### config.mk
export PLATFORM = sky130hd
export DESIGN_NAME = ysyx_22041412_ifu
export DESIGN_NICKNAME = d
export VERILOG_FILES = /design/src/rtl/ysyx_22041412_ifu.sv
export SDC_FILE = /design/constraint.sdc
export NUM_CORES = 1
export LEC_CHECK = 0
export ABC_AREA = 1
export CAP_MARGIN = 5
export CORE_MARGIN = 2
export CORE_UTILIZATION = 60
export CTS_BUF_LIST = sky130_fd_sc_hd__clkbuf_16
export DETAILED_ROUTE_END_ITERATION = 12
export PLACE_DENSITY = 0.95
export SYNTH_ARGS = -nofsm -noshare
export SYNTH_HDL_FRONTEND = slang
export SYNTH_SLANG_ARGS = --single-unit
### constraint.sdc
create_clock -name clk -period 7.5 [get_ports clk]
set_input_delay 1.125 -clock clk [delete_from_list [all_inputs] [get_ports clk]]
set_output_delay 1.125 -clock clk [all_outputs]
set_load 0.02 [all_outputs]
### src/rtl/ysyx_22041412_ifu.sv
// Instruction fetch unit: owns the fetch PC, issues word requests to imem and queues responses for decode.
// Optional performance counters are enabled by defining YSYX_22041412_IFU_PERF_EN.
module ysyx_22041412_ifu #(
  parameter logic [63:0] RESET_PC   = 64'h8000_0000,
  parameter int          IBUF_DEPTH = 2
) (
  input  logic        clk,
  input  logic        rst_n,
  input  logic        redirect_valid,
  input  logic [63:0] redirect_pc,
  output logic        imem_req_valid,
  input  logic        imem_req_ready,
  output logic [63:0] imem_req_addr,
  input  logic        imem_rsp_valid,
  input  logic [31:0] imem_rsp_data,
  output logic        instr_valid,
  input  logic        instr_ready,
  output logic [31:0] instr,
  output logic [63:0] instr_pc
`ifdef YSYX_22041412_IFU_PERF_EN
  ,
  output logic [63:0] perf_fetch_cnt,
  output logic [63:0] perf_drop_cnt
`endif
);

  localparam int PW = $clog2(IBUF_DEPTH);
  localparam int CW = PW + 1;
  localparam logic [CW:0] DEPTH_C = (CW+1)'(IBUF_DEPTH);

  logic [63:0]   fetch_pc;
  logic [63:0]   rsp_pc;
  logic [63:0]   q_pc    [IBUF_DEPTH];
  logic [31:0]   q_instr [IBUF_DEPTH];
  logic [PW-1:0] rd_ptr;
  logic [PW-1:0] wr_ptr;
  logic [CW-1:0] count;
  logic [CW-1:0] outstanding;
  logic [CW-1:0] outstanding_nxt;
  logic [CW-1:0] drop;
  logic [CW:0]   credit_used;

  logic req_fire;
  logic rsp_fire;
  logic rsp_drop;
  logic push;
  logic pop;

  // Buffered plus in-flight words may never exceed the queue size, so every response has a slot.
  assign credit_used    = {1'b0, count} + {1'b0, outstanding};
  assign imem_req_valid = rst_n && !redirect_valid && (credit_used < DEPTH_C);
  assign imem_req_addr  = fetch_pc;

  assign instr_valid = (count != '0) && !redirect_valid;
  assign instr       = q_instr[rd_ptr];
  assign instr_pc    = q_pc[rd_ptr];

  assign req_fire = imem_req_valid && imem_req_ready;
  assign rsp_fire = imem_rsp_valid && (outstanding != '0);
  assign rsp_drop = rsp_fire && ((drop != '0) || redirect_valid);
  assign push     = rsp_fire && !rsp_drop;
  assign pop      = instr_valid && instr_ready;

  assign outstanding_nxt = outstanding + CW'(req_fire) - CW'(rsp_fire);

  always_ff @(posedge clk or negedge rst_n) begin
    if (!rst_n) begin
      for (int i = 0; i < IBUF_DEPTH; i++) begin
        q_pc[i]    <= '0;
        q_instr[i] <= '0;
      end
    end else if (push) begin
      q_pc[wr_ptr]    <= rsp_pc;
      q_instr[wr_ptr] <= imem_rsp_data;
    end
  end

  // A redirect empties the queue and marks everything still in flight as stale.
  always_ff @(posedge clk or negedge rst_n) begin
    if (!rst_n) begin
      fetch_pc    <= RESET_PC;
      rsp_pc      <= RESET_PC;
      rd_ptr      <= '0;
      wr_ptr      <= '0;
      count       <= '0;
      outstanding <= '0;
      drop        <= '0;
    end else begin
      outstanding <= outstanding_nxt;
      if (redirect_valid) begin
        fetch_pc <= redirect_pc;
        rsp_pc   <= redirect_pc;
        rd_ptr   <= '0;
        wr_ptr   <= '0;
        count    <= '0;
        drop     <= outstanding_nxt;
      end else begin
        if (req_fire) fetch_pc <= fetch_pc + 64'd4;
        if (push) begin
          wr_ptr <= wr_ptr + 1'b1;
          rsp_pc <= rsp_pc + 64'd4;
        end
        if (pop) rd_ptr <= rd_ptr + 1'b1;
        if (rsp_drop) drop <= drop - 1'b1;
        count <= count + CW'(push) - CW'(pop);
      end
    end
  end

`ifdef YSYX_22041412_IFU_PERF_EN
  always_ff @(posedge clk or negedge rst_n) begin
    if (!rst_n) begin
      perf_fetch_cnt <= '0;
      perf_drop_cnt  <= '0;
    end else begin
      if (pop) perf_fetch_cnt <= perf_fetch_cnt + 64'd1;
      if (rsp_drop) perf_drop_cnt <= perf_drop_cnt + 64'd1;
    end
  end
`endif

endmodule

==> run_results.csv <==
group,metric,value,unit
outcome,outcome,"completed",
drt,routed_wl,60900,µm
sta,setup_ws,3.24,ns
clock_network,clock_path_buffers,3,
clock_network,clock_sinks,328,
worst_setup_path,arrival,3.14,ns
power_and_ir_drop,power_density,315,mW/mm²
logic_synthesis,synth_seq_cells,328,
logic_synthesis,synth_cells,2375,
floorplanning,dieArea,0.0317,mm²
drt,antenna_left,0,
placement,io_buffers,263,
sta,finalHoldViolations,0,
logic_synthesis,synth-seq-area-share,45.2,%
global_route,grt_pass1_wl,93700,µm
logic_synthesis,synth_flop_cell,"dfrtp_1",
layout,nNetsFinal,2705,
sta,fmax,235,MHz
drt,top_layer,"met4",
global_route,first_global_vias,17400,
worst_setup_path,cp-end-kind,"output port",
placement,hpwl,43600,µm
drt,vias_per_cell,5.90,
job,cap_violations,0,
logic_synthesis,synth_edf_count,0,
power_and_ir_drop,vdd_drop_max,0.165,mV
worst_setup_path,start_kind,"flip-flop",
floorplanning,die_x,178,µm
sta,post-route-period-util,56.8,%
logic_synthesis,yosys.cell_types.count,44,
floorplanning,io_pins,264,
clock_network,clk_pin_slew,0.06,ns
logic_synthesis,avgSynthCellArea,7.64,µm²
global_route,grt_max_degree,193,
logic_synthesis,yosys_warnings,0,
clock_network,tritoncts,"done",
sta,worst_clock_skew,0.0187,ns
placement,preCtsSetupSlack,3.07,ns
sta,final-max-slew-violation-count,0,
clock_network,cts_setup_buffers,0,
sta,rsz0062_at_grt,"false",
sta,fin_crit,4.26,ns
clock_network,hold_buffers,0,
floorplanning,initial_core_util,61.1,%
drt,wl_per_cell,20.2,µm
drt,drtIter0Drc,2225,
global_route,antenna_found_initial,0,
worst_setup_path,required,6.38,ns
floorplanning,die_y,178,µm
layout,area_growth_syn_to_layout,21.1,%
clock_network,cts_root_buf,"clkbuf_16",
drt,drtPass1Iterations,8,
drt,num_vias,17800,
floorplanning,num_rows,63,
drt,dr_wl_met3,5960,µm
placement,gp_congestion,1.03,
sta,worst-slew-pin-transition,1.12,ns
drt,drt-met1-wl,23500,µm
global_route,grt_overflow,0,
drt,route.met2.wl,28400,µm
sta,slew_headroom,25.5,%
sta,setup_viol,0,
logic_synthesis,syn-cell-area,0.0181,mm²
clock_network,h-tree-depth,2,
layout,n_fill_cell,2204,
logic_synthesis,async_flop_share,100,%
clock_network,clkLatencyLatePin,0.53,ns
clock_network,cts_resized,0,
power_and_ir_drop,p_leak,9.93,nW
layout,diodes,0,
sta,setup_tns,0,ns
logic_synthesis,synth_fp_nets,2485,
worst_setup_path,crit_fanout,78,
hold_path,hold_path_class,"reg2reg",
global_route,grt_use_total,38.6,%
worst_setup_path,worstSetupPathType,"reg2out",
floorplanning,core_area,0.0297,mm²
drt,drcViolationCount,0,
clock_network,cts_inserted_buffers,36,
layout,drive_above_1_share,8.16,%
## kinds of logic (layout without fill, tap and decap cells)
family                     Yosys count  in the layout  synth area share, %
muxes                               96             96                 5.96
adders and majority gates            8              8                0.593
buffers and inverters              346            592                 8.05
and+or+nand+nor                   1199           1199                 27.6
DFF                                328            328                 45.2
AOI/OAI and AO/OA                  354            354                 10.5
xor gates and xnor gates            44             44                 2.12
## state kept, by name (all words and copies together) (netlist names)
name,flops
imem_req_addr,64
q_pc,128
count,2
outstanding,2
drop,2
rsp_pc,64
wr_ptr,1
q_instr,64
rd_ptr,1
## per-stage QoR
step	util, %	total power, mW	instance area [µm²]	cells	hold WS [ns]
floorplan	-	4.08	18100	2375	0.448
global placement	70.2	5.03	20900	2947	0.457
detailed placement	70.2	5.18	20900	2947	0.469
CTS	74.0	6.91	22000	3011	0.484
global route	74.0	7.27	22000	3011	0.500
finish	74.0	6.93	22000	3011	0.484
## power breakdown
part,total [mW],leakage [nW],internal [mW],switching (mW)
clock network,1.69,0.587,0.949,0.740
logic,2.50,5.17,1.11,1.39
registers,2.74,4.18,2.30,0.436
## cell usage after synthesis (all sizes together) (2+ instances only)
master	number	share of area (%)
nand2	750	16
dfrtp	326	45
o21ai	290	8.0
nor2	265	6.3
inv	257	5.3
nand3	140	4.0
mux2	96	6.0
buf	62	2.1
xor2	37	1.8
nand4	33	1.2
clkbuf	26	0.54
o211ai	21	0.87
a21oi	17	0.47
o21bai	14	0.58
ha	7	0.48
xnor2	7	0.34
nor3	6	0.17
o221ai	6	0.29
a31oi	2	0.069
dfstp	2	0.29
nand3b	2	0.083
## final cells by class
class | instances | area [µm²] | area share (%)
multi-input combinational | 1701 | 8500 | 38.7
sequential | 328 | 8210 | 37.4
timing repair buffer | 270 | 2700 | 12.3
clock buffer | 36 | 901 | 4.10
tap | 390 | 488 | 2.22
clock inverter | 28 | 208 | 0.945
inverter | 258 | 973 | 4.43
## worst paths after layout
path | from | endpoint | slack [ns] | cells after the start
setup / recovery | rd_ptr$_DFFE_PN0P_ | instr_pc[41] | 3.24 | 3
hold / removal | q_pc[91]$_DFFE_PN0P_ | q_pc[91]$_DFFE_PN0P_ | 0.48 | 2
setup reg to reg | drop[0]$_DFFE_PN0P_ | q_instr[43]$_DFFE_PN0P_ | 4.03 | 8
hold reg to reg | q_pc[91]$_DFFE_PN0P_ | q_pc[91]$_DFFE_PN0P_ | 0.48 | 2
max in group asynchronous | rst_n | q_pc[102]$_DFFE_PN0P_ | 5.48 | 2
min in group asynchronous | rst_n | imem_req_addr[36]$_DFFE_PN0P_ | 0.52 | 1
## metal layers
metal	track usage, %	up-vias
met4	17.1	0
met5	0	-
li1	-	8051
met1	49.9	8470
met2	63.3	1058
met3	7.31	189
## critical path: stages (launching register included)
cell             delay [ns]
dfrtp_4                0.63
buf_4                  0.88
mux2_2                 0.43
clkdlybuf4s50_1        0.57
## layout by cell type (no fill, tap or decap), types with 3 or more instances in the layout
| master | instances |
|---|---|
| clkinv_2 | 6 |
| o221ai_1 | 6 |
| buf_4 | 6 |
| clkdlybuf4s50_1 | 261 |
| nor2_4 | 12 |
| ha_1 | 7 |
| nand4_1 | 32 |
| xnor2_1 | 7 |
| nor3_1 | 6 |
| nand2_2 | 10 |
| a21oi_1 | 17 |
| o211ai_1 | 21 |
| o21bai_1 | 14 |
| clkinv_1 | 6 |
| nand2_1 | 738 |
| nor2_1 | 233 |
| inv_1 | 261 |
| o21ai_1 | 96 |
| o21ai_0 | 194 |
| nor2_2 | 19 |
| dfrtp_1 | 325 |
| xor2_1 | 37 |
| inv_2 | 5 |
| clkinv_8 | 3 |
| mux2_2 | 96 |
| nand3_1 | 137 |
| clkbuf_16 | 36 |
(Power assumes the default switching activity.)
==> RTL change 1: new RTL, same settings <==
`IBUF_DEPTH`: 2 -> 4.
--- a/src/rtl/ysyx_22041412_ifu.sv
+++ b/src/rtl/ysyx_22041412_ifu.sv
@@ -4,3 +4,3 @@
   parameter logic [63:0] RESET_PC   = 64'h8000_0000,
-  parameter int          IBUF_DEPTH = 2
+  parameter int          IBUF_DEPTH = 4
 ) (
Function: changed (a bounded check fails within 4 cycles, from zero or initial values and one cycle with rst_n low).
==> RTL change 1 against the original RTL <==
- worst setup slack worse by 740 ps
- critical path depth grew 2
- area after synthesis increased by 45%
- via count up 44%
- power increased by 43%
- sequential power is 37% higher
- design area rose by 40%
- sequential cell count increased by 197
- routed wire length is 36% higher
==> RTL change 1: results <==
metrics = {
    "run_status": {
        "outcome": "completed",
    },
    "clock_tree": {
        "cts.path.max_buffers": 3,
        "insertion_delay_ps": 620,
        "cts_resized": 0,
        "cts_setup_buffers": 0,
        "htree_levels": 2,
        "cts_buffers": 54,
    },
    "placement": {
        "io_buffer_count": 263,
        "gp_congestion": 1.04,
        "hpwl_mm": 54.5,
        "dp.cells": 4147,
        "placed_cell_area_sq_mm": 0.0291,
        "place_ws_ps": 2680,
    },
    "power_and_ir_drop": {
        "leakagePower_uw": 0.0139,
        "ir_worst_vdd_mv": 0.222,
    },
    "finish": {
        "nets": 3736,
        "drive_gt1_frac": 0.0396,
        "top_regs": "q_pc (256), q_instr (128)",
        "nFillCells": 3264,
        "layout.cells.non_filler": 4247,
        "antennaDiodeCount": 0,
        "largest_reg_flops": 256,
    },
    "critical_path": {
        "critPathMaxStageDelay_ps": 760,
        "path_delay_family": "buffers and inverters",
        "arrival_ps": 3870,
        "path_max_fanout": 79,
        "crit_slowest_cell": "buf_4",
    },
    "yosys": {
        "synthCells": 3463,
        "yosysUniqueCellTypes": 36,
        "synthTopCellsByCount": "nand2_1 (963), dfrtp_1 (523), nor2_1 (434), o21ai_1 (363), o21ai_0 (323)",
        "synth-async-reset-ratio": 1.00,
        "ys_seq_area_frac": 0.498,
        "synth_area_leaders": "dfrtp_1 (50%), nand2_1 (14%), o21ai_1 (6.9%)",
        "synthesis.nets": 3581,
    },
    "grt": {
        "grt_pass1_vias": 24200,
        "grt_util_all_layers": 0.364,
        "grt_pass1_wl_mm": 129,
    },
    "sta": {
        "relSlewSlack": 0.0806,
        "fin_skew_ps": 14.3,
    },
    "detailed_routing": {
        "drt_pre_antenna_iters": 6,
        "first_iter_violations": 3808,
        "wl_per_cell_um": 19.5,
        "viasPerCell": 6.03,
    },
}
## RTL change 1: cell types whose count changed after synthesis, sizes merged, moves of 8 or more
| cell | delta |
|---|---|
| nand2 | +229 |
| o21ai | +396 |
| mux2 | -96 |
| clkbuf | +42 |
| inv | -8 |
| nor2 | +191 |
| dfrtp | +197 |
| buf | +49 |
| o22ai | +96 |
## RTL change 1: cell type report
class,count,area [sq um],share of cell area
tap,585,732,0.0238
clock buffer,54,1350,0.0439
sequential,525,13100,0.427
clock inverter,46,330,0.0107
inverter,249,940,0.0305
timing repair buffer,278,2760,0.0895
multi-input combinational,2510,11500,0.375
## RTL change 1: per-layer routing
layer	track usage	vias up	part of all wire
met5	0	-	0
met1	0.495	12100	0.39
met3	0.0789	270	0.11
met4	0.160	0	0.045
met2	0.566	1632	0.45
li1	-	11600	-
## RTL change 1: kinds of logic after synthesis
| logic type | synth area share |
|---|---|
| AO/OA/AOI/OAI | 0.166 |
| adder cells (fa/ha/maj) | 0.00816 |
| AND/OR/NAND/NOR | 0.246 |
| buffers and inverters | 0.0668 |
| XOR/XNOR | 0.0146 |
| flip-flops | 0.498 |
## RTL change 1: path summary, 6_finish.rpt
| check | start | to | slack, ps | depth (start not counted) |
|---|---|---|---|---|
| hold reg to reg | q_instr[40] | q_instr[40] | 480 | 2 |
| hold / removal | q_instr[40] | q_instr[40] | 480 | 2 |
| min in group asynchronous | rst_n | q_instr[120] | 520 | 1 |
| setup reg to reg | drop[0] | q_pc[180] | 4150 | 8 |
| setup / recovery | rd_ptr[0] | instr_pc[22] | 2500 | 5 |
| max in group asynchronous | rst_n | q_instr[72] | 4670 | 3 |
## RTL change 1: report_power, final
part	switching (uW)	internal [uW]	leakage (uW)
registers	428	3320	0.00695
clock network	1170	1420	0.000880
logic	2170	1410	0.00610
==> RTL change 2: new RTL, same flow settings <==
Without the edit above. Build with the macro `YSYX_22041412_IFU_PERF_EN` defined.
--- a/src/rtl/ysyx_22041412_ifu.sv
+++ b/src/rtl/ysyx_22041412_ifu.sv
@@ -2,2 +2,4 @@
 // Optional performance counters are enabled by defining YSYX_22041412_IFU_PERF_EN.
+`define YSYX_22041412_IFU_PERF_EN
+
 module ysyx_22041412_ifu #(
Function (old outputs only; new: perf_drop_cnt and perf_fetch_cnt): no difference found for any inputs over 4 cycles, from zero or initial values and one cycle with rst_n low; that may be too few to reach the edited logic, so the function may still have changed.
==> RTL change 2 against the original RTL <==
- area after synthesis increased by 42%
- non-clock buffer count increased by 133
- cell count increased by 45%
- routed wire length increased by 41%
- critical path depth unchanged
- clock power increased by 44%
- worst hold slack got worse by 3.0 ps
- sequential cell count increased by 128
- design area increased by 44%
- die area increased by 41%
- combinational power increased by 13%
- power increased by 26%
- worst setup slack got worse by 91 ps
- largest cell class unchanged
- largest power group unchanged
==> RTL change 2: results <==
metrics = {
    "critical_path": {
        "arrival_ps": 3230,
        "reg2reg_to": "imem_req_addr[7]",
        "r2r_cells": 13,
        "r2r_start": "count[0]",
        "critPathMaxStageDelay_ps": 810,
        "path_max_fanout": 72,
        "r2r_setup_slack_ps": 3780,
    },
    "detailed_routing": {
        "met1_length_mm": 34.1,
        "first_iter_violations": 3626,
        "dr_wl_met2_mm": 38.5,
        "vias": 25900,
        "totalWireLength_mm": 86.2,
    },
    "placement": {
        "io_buffer_count": 391,
        "gp_congestion": 1.03,
        "hpwl_mm": 63.8,
    },
    "run_status": {
        "outcome": "completed",
    },
    "hold_path": {
        "hp-start": "q_instr[62]",
    },
    "grt": {
        "met2_usage": 0.593,
        "use_met1": 0.532,
        "global_route.usage.met3": 0.0663,
        "grt_pass1_vias": 24500,
        "grt_max_degree": 161,
        "grt_pass1_wl_mm": 134,
    },
    "sta": {
        "relSlewSlack": 0.190,
        "fin_skew_ps": 12.7,
    },
    "yosys": {
        "synthTopCellsByCount": "nand2_1 (982), dfrtp_1 (454), inv_1 (384), nor2_1 (354), o21ai_0 (247)",
        "synth_area_leaders": "dfrtp_1 (44%), nand2_1 (14%), inv_1 (5.6%)",
        "synthesis.nets": 3560,
        "yosysUniqueCellTypes": 55,
    },
    "power_and_ir_drop": {
        "power_switching_uw": 3130,
        "ir_worst_vdd_mv": 0.196,
        "leakagePower_uw": 0.0143,
    },
    "clock_tree": {
        "cts_buffers": 48,
        "insertion_delay_ps": 600,
    },
    "finish": {
        "drive_gt1_frac": 0.0701,
    },
}
## RTL change 2: changes by cell type after synthesis, moves of 37 or more
| cell | change |
|---|---|
| nand3_1 | +103 |
| o21ai_0 | +53 |
| xor2_1 | +37 |
| nand4_1 | +72 |
| nand2_1 | +242 |
| nor2_1 | +121 |
| clkbuf_1 | +47 |
| inv_1 | +134 |
| dfrtp_1 | +128 |
| a21oi_1 | +48 |
| o21ai_1 | -66 |
| nor3_1 | +88 |
## RTL change 2: per-stage QoR
step / cells / setup slack (ps) / util / total power [uW]
after floorplan: 3448 / 4730 / - / 4940
after global placement: 4289 / 3370 / 0.713 / 6140
after detailed placement: 4289 / 3310 / 0.713 / 6250
after CTS: 4378 / 3130 / 0.751 / 8720
after global routing: 4378 / 3070 / 0.751 / 9130
final: 4378 / 3150 / 0.751 / 8740
## RTL change 2: cell families (layout without fill, tap and decap cells)
| family | count (synthesis) | in the layout | share of synthesized area |
|---|---|---|---|
| buffers and inverters | 504 | 895 | 0.0743 |
| and+or+nand+nor | 1872 | 1872 | 0.316 |
| xor gates and xnor gates | 108 | 108 | 0.0366 |
| AOI/OAI and AO/OA | 402 | 402 | 0.0840 |
| DFF | 456 | 456 | 0.442 |
| adders and majority gates | 10 | 10 | 0.00514 |
| muxes | 96 | 96 | 0.0419 |
## RTL change 2: cell type report
class / instances / share of cell area
tap: 539 / 0.0213
clock buffer: 49 / 0.0387
clock inverter: 40 / 0.0116
multi-input combinational: 2488 / 0.394
inverter: 403 / 0.0477
timing repair buffer: 403 / 0.127
sequential: 456 / 0.360
## RTL change 2: power groups by stage
stage,combinational [uW],sequential [uW],clock (uW)
3_3_place_gp,2680,3460,0
3_5_place_dp,2770,3480,0
5_1_grt,3030,3540,2550
4_1_cts,2810,3460,2450
6_report,2820,3480,2440
2_1_floorplan,1510,3430,0
